[src/rtl/sr_cmd_arbiter.sv]
// sr_cmd_arbiter: two requesters share one command slot that updates a bank
// of JK-style state bits. Ties go to a round-robin pointer; every accepted
// command spends one cycle in EXEC and retires with a one-cycle done pulse.
module sr_cmd_arbiter #(
  parameter int IW = 3
) (
  input  logic                 clk,
  input  logic                 rst,
  input  logic                 a_valid,
  input  logic [1:0]           a_op,
  input  logic [IW-1:0]        a_idx,
  output logic                 a_ready,
  input  logic                 b_valid,
  input  logic [1:0]           b_op,
  input  logic [IW-1:0]        b_idx,
  output logic                 b_ready,
  output logic [(2**IW)-1:0]   q,
  output logic                 done,
  output logic                 done_src,
  output logic                 busy,
  output logic [7:0]           cmd_cnt
);

  localparam int N = 2**IW;

  typedef enum logic {
    IDLE = 1'b0,
    EXEC = 1'b1
  } state_e;

  state_e          state_q, state_d;
  logic            ptr_q, ptr_d;
  logic [1:0]      op_q, op_d;
  logic [IW-1:0]   idx_q, idx_d;
  logic            src_q, src_d;
  logic [N-1:0]    q_q, q_d;
  logic            done_q, done_d;
  logic            done_src_q, done_src_d;
  logic [7:0]      cnt_q, cnt_d;

  logic            a_rdy, b_rdy;

  // Grant: only in IDLE; a lone requester wins, a tie goes to the pointer.
  always_comb begin
    a_rdy = 1'b0;
    b_rdy = 1'b0;
    if (state_q == IDLE) begin
      if (a_valid && b_valid) begin
        a_rdy = ~ptr_q;
        b_rdy = ptr_q;
      end else begin
        a_rdy = a_valid;
        b_rdy = b_valid;
      end
    end
  end

  // Next state: capture the winner in IDLE, apply it and retire it in EXEC.
  always_comb begin
    state_d    = state_q;
    ptr_d      = ptr_q;
    op_d       = op_q;
    idx_d      = idx_q;
    src_d      = src_q;
    q_d        = q_q;
    done_d     = 1'b0;
    done_src_d = done_src_q;
    cnt_d      = cnt_q;
    case (state_q)
      IDLE: begin
        if (a_rdy || b_rdy) begin
          src_d   = b_rdy;
          op_d    = b_rdy ? b_op  : a_op;
          idx_d   = b_rdy ? b_idx : a_idx;
          ptr_d   = a_rdy;
          state_d = EXEC;
        end
      end
      EXEC: begin
        case (op_q)
          2'b01:   q_d[idx_q] = 1'b0;
          2'b10:   q_d[idx_q] = 1'b1;
          2'b11:   q_d[idx_q] = ~q_q[idx_q];
          default: q_d[idx_q] = q_q[idx_q];
        endcase
        done_d     = 1'b1;
        done_src_d = src_q;
        cnt_d      = cnt_q + 8'd1;
        state_d    = IDLE;
      end
      default: state_d = IDLE;
    endcase
  end

  // State registers; reset drops any captured command without retiring it.
  always_ff @(posedge clk or negedge rst) begin
    if (!rst) begin
      state_q    <= IDLE;
      ptr_q      <= 1'b0;
      op_q       <= 2'b00;
      idx_q      <= '0;
      src_q      <= 1'b0;
      q_q        <= '0;
      done_q     <= 1'b0;
      done_src_q <= 1'b0;
      cnt_q      <= 8'd0;
    end else begin
      state_q    <= state_d;
      ptr_q      <= ptr_d;
      op_q       <= op_d;
      idx_q      <= idx_d;
      src_q      <= src_d;
      q_q        <= q_d;
      done_q     <= done_d;
      done_src_q <= done_src_d;
      cnt_q      <= cnt_d;
    end
  end

  assign a_ready  = a_rdy;
  assign b_ready  = b_rdy;
  assign q        = q_q;
  assign done     = done_q;
  assign done_src = done_src_q;
  assign busy     = (state_q == EXEC);
  assign cmd_cnt  = cnt_q;

endmodule
[config.mk]
export PLATFORM = sky130hd
export DESIGN_NAME = sr_cmd_arbiter
export DESIGN_NICKNAME = d
export VERILOG_FILES = /design/src/rtl/sr_cmd_arbiter.sv
export SDC_FILE = /design/constraint.sdc
export NUM_CORES = 1
export LEC_CHECK = 0
export ABC_AREA = 1
export CAP_MARGIN = 20
export CELL_PAD_IN_SITES_DETAIL_PLACEMENT = 0
export CELL_PAD_IN_SITES_GLOBAL_PLACEMENT = 2
export CORE_MARGIN = 2
export CORE_UTILIZATION = 35
export DETAILED_ROUTE_END_ITERATION = 10
export DONT_BUFFER_PORTS = 1
export PLACE_DENSITY = 0.87
export SYNTH_ARGS = -nofsm -noshare
export SYNTH_HDL_FRONTEND = slang
export SYNTH_SLANG_ARGS = --single-unit
[constraint.sdc]
create_clock -name clk -period 1.8 [get_ports clk]
set_input_delay 0.36 -clock clk [delete_from_list [all_inputs] [get_ports clk]]
set_output_delay 0.36 -clock clk [all_outputs]
set_load 0.005 [all_outputs]
==> run_results.csv <==
group,metric,value,unit
place,dp_slack,319,ps
cts,numCtsBuffers,3,
synthesis,synth_xor_area_frac,0.0421,
worst_setup_path,end_kind,"output pin",
worst_setup_path,start_kind,"flop",
worst_setup_path,r2r_cells,8,
synthesis,syn_inst,186,
floorplan,start_util,0.364,
synthesis,synthDistinctLibCells,26,
timing,fin_skew,7.34,ps
power_and_ir_drop,power_leakage,0.802,nW
min_path,hold_path_end,"op_q[0]",
synthesis,yosys.area_share.adder,0.00860,
worst_setup_path,worstSetupPathType,"flop to output pin",
synthesis,syn_area,0.00146,mm²
cts,insertion_delay,280,ps
worst_setup_path,reg2reg_slack,310,ps
cts,htree_levels,1,
cells_and_area,syn_to_final_growth,11.8,%
drt,drt-pass1-iter-count,4,
synthesis,yosysSeqAreaShare,0.447,
synthesis,ys.warnings.count,0,
drt,vias_per_cell,4.95,
timing,relSlewSlack,0.760,
synthesis,ys_ff_latch,26,
timing,slew_viol_final,0,
cts,cts.sinks,26,
global_route,grt_pass1_vias,1182,
synthesis,muxShareOfSynthArea,0,
power_and_ir_drop,irDropWorstVdd,0.000584,V
global_route,grt_use_total,0.152,
global_route,antenna_found_initial,0,
cells_and_area,n_antenna_cell,0,
synthesis,synthArstFlopShare,1.00,
drt,final_antenna_net_count,0,
timing,finalHoldViolations,0,
synthesis,synth_top_family_by_area,"simple AND/OR/NAND/NOR gates",
global_route,grt_max_degree,27,
global_route,grt_pass1_wl,5.31,mm
drt,wire_per_inst,12.7,µm
floorplan,ios,35,
worst_setup_path,critPathRequiredTime,1440,ps
floorplan,chipWidth,68.5,µm
synthesis,ys.flop_type,"dfrtp_1",
timing,report.final.setup_viol,0,
cts,clock_path_buffers,2,
floorplan,dieArea,0.00469,mm²
timing,final.min_clock_period,1600,ps
timing,max_freq,625,MHz
timing,post-route-period-util,0.889,
floorplan,rows,23,
synthesis,synth_edf_count,0,
job,maxCapViolCount,0,
synthesis,postSynthAreaPerCell,7.82,µm²
place,place.gp.congestion,0.840,
worst_setup_path,r2r-start,"idx_q[0]",
min_path,hp-start,"b_op[0]",
cts,clkTransAtPathRegs,100,ps
cells_and_area,nets,208,
timing,grt_setup_unrepaired,"no",
drt,wl,3.07,mm
floorplan,core,0.00400,mm²
drt,vias,1199,
min_path,worstHoldPathCells,2,
synthesis,synthSimpleGateAreaFrac,0.242,
power_and_ir_drop,p_per_area,1920,mW/mm²
synthesis,synth_compound_area_frac,0.171,
worst_setup_path,critical_path_arrival,1240,ps
timing,fin_ws,200,ps
place,io_buffers,0,
drt,drtIter0Drc,54,
worst_setup_path,crit_fanout,9,
timing,tightest_slew,357,ps
cts,cts_tree,"built",
outcome,status,"finished, final reports clean",
cts,cts-root-buf,"clkbuf_8",
global_route,globalRouteOverflowTotal,0,
synthesis,synth_nets,201,
timing,setup-tns-final,0,ps
min_path,hold_class,"primary input to flop",
floorplan,die_h,68.5,µm
drt,drc,0,
place,dpl.hpwl,2.29,mm
cells_and_area,drive_gt1_frac,0.156,
cells_and_area,fill_cells,414,
-- cell type report --
| cell class | count | area, µm² | area share |
|---|---|---|---|
| multi-input cells | 128 | 681 | 0.418 |
| flip-flops and latches | 26 | 651 | 0.400 |
| inverters | 29 | 109 | 0.0669 |
| well taps | 50 | 62.6 | 0.0385 |
| repair buffers | 5 | 52.6 | 0.0323 |
| clock buffers | 3 | 41.3 | 0.0254 |
| clock inverters | 1 | 30.0 | 0.0185 |
-- report_power, final --
part / internal (W) / switching (W) / leakage (nW)
combinational: 0.000542 / 0.000965 / 0.455
sequential: 0.000850 / 0.000269 / 0.312
clock: 0.000298 / 0.000196 / 0.0357
total: 0.00169 / 0.00143 / 0.802
-- worst max-delay path, stage by stage (launching register included) --
cell and delay [ps]:
dfrtp_1 490, inv_2 140, nand3_2 160, inv_1 170
-- cell usage in the layout (no fill, tap or decap), drive strengths merged --
master       synthesis  final
nand2               52     52
a21oi               21     21
inv                 29     29
o21ai               11     11
o21a                 6      6
dlygate4sd3          0      1
buf                  2      4
o22ai                1      1
nor3                 1      1
nand3                7      7
dfrtp               26     26
nor2                16     16
bufinv               0      1
nand4                2      2
clkbuf               1      3
xnor2                1      1
xor2                 6      6
nor4                 2      2
o211ai               1      1
ha                   1      1
-- synth_stat cells (2+ instances only) --
library cell	instances	share of area
o21a_1	6	0.031
nor4_1	2	0.0086
o21ai_0	8	0.028
nand4_1	2	0.0086
xor2_1	6	0.036
a21oi_2	7	0.042
dfrtp_1	26	0.45
nand2_1	47	0.12
nor2_2	2	0.0086
nand3_2	3	0.021
nand2_2	5	0.021
a21oi_1	14	0.048
o21ai_1	2	0.0069
inv_1	28	0.072
nand3_1	4	0.014
nor2_1	14	0.036
-- per-layer routing --
layer	share of wire	vias up	GRT usage
met4	0.013	0	0.0525
met2	0.47	31	0.240
li1	-	605	-
met3	0.064	4	0.0313
met5	0	-	0
met1	0.45	559	0.206
-- cell families after synthesis --
kind of cell,Yosys count
simple gates,80
compound gates,40
buf+inv,32
flops,26
xor+xnor,7
fa+ha+maj,1
-- how the worst max path moves through the flow --
stage               depth (start not counted)     start  slack (ps)      end
floorplan                                   8  idx_q[0]         480     flop
CTS                                         3      busy          20  b_ready
global placement                            3      busy         370  b_ready
detailed placement                          8  idx_q[0]         320     flop
finish                                      3      busy         200  b_ready
global route                                3      busy          60  b_ready
-- timing repair --
item,4_1_cts,5_1_grt
buffers inserted,0,0
gates resized for setup,0,3
hold buffers,2,0
endpoints found under the setup margin,0,2
endpoints found under the hold margin,26,0
-- through the flow --
stage	total power (W)	utilization	instances	hold slack [ps]	area, µm²
2_1_floorplan	0.00229	-	186	64.4	1460
3_5_place_dp	0.00263	0.380	236	64.9	1520
5_1_grt	0.00346	0.407	242	230	1630
4_1_cts	0.00316	0.405	242	213	1620
3_3_place_gp	0.00257	0.380	236	65.0	1520
6_report	0.00312	0.407	242	217	1630
(Power assumes the default switching activity.)
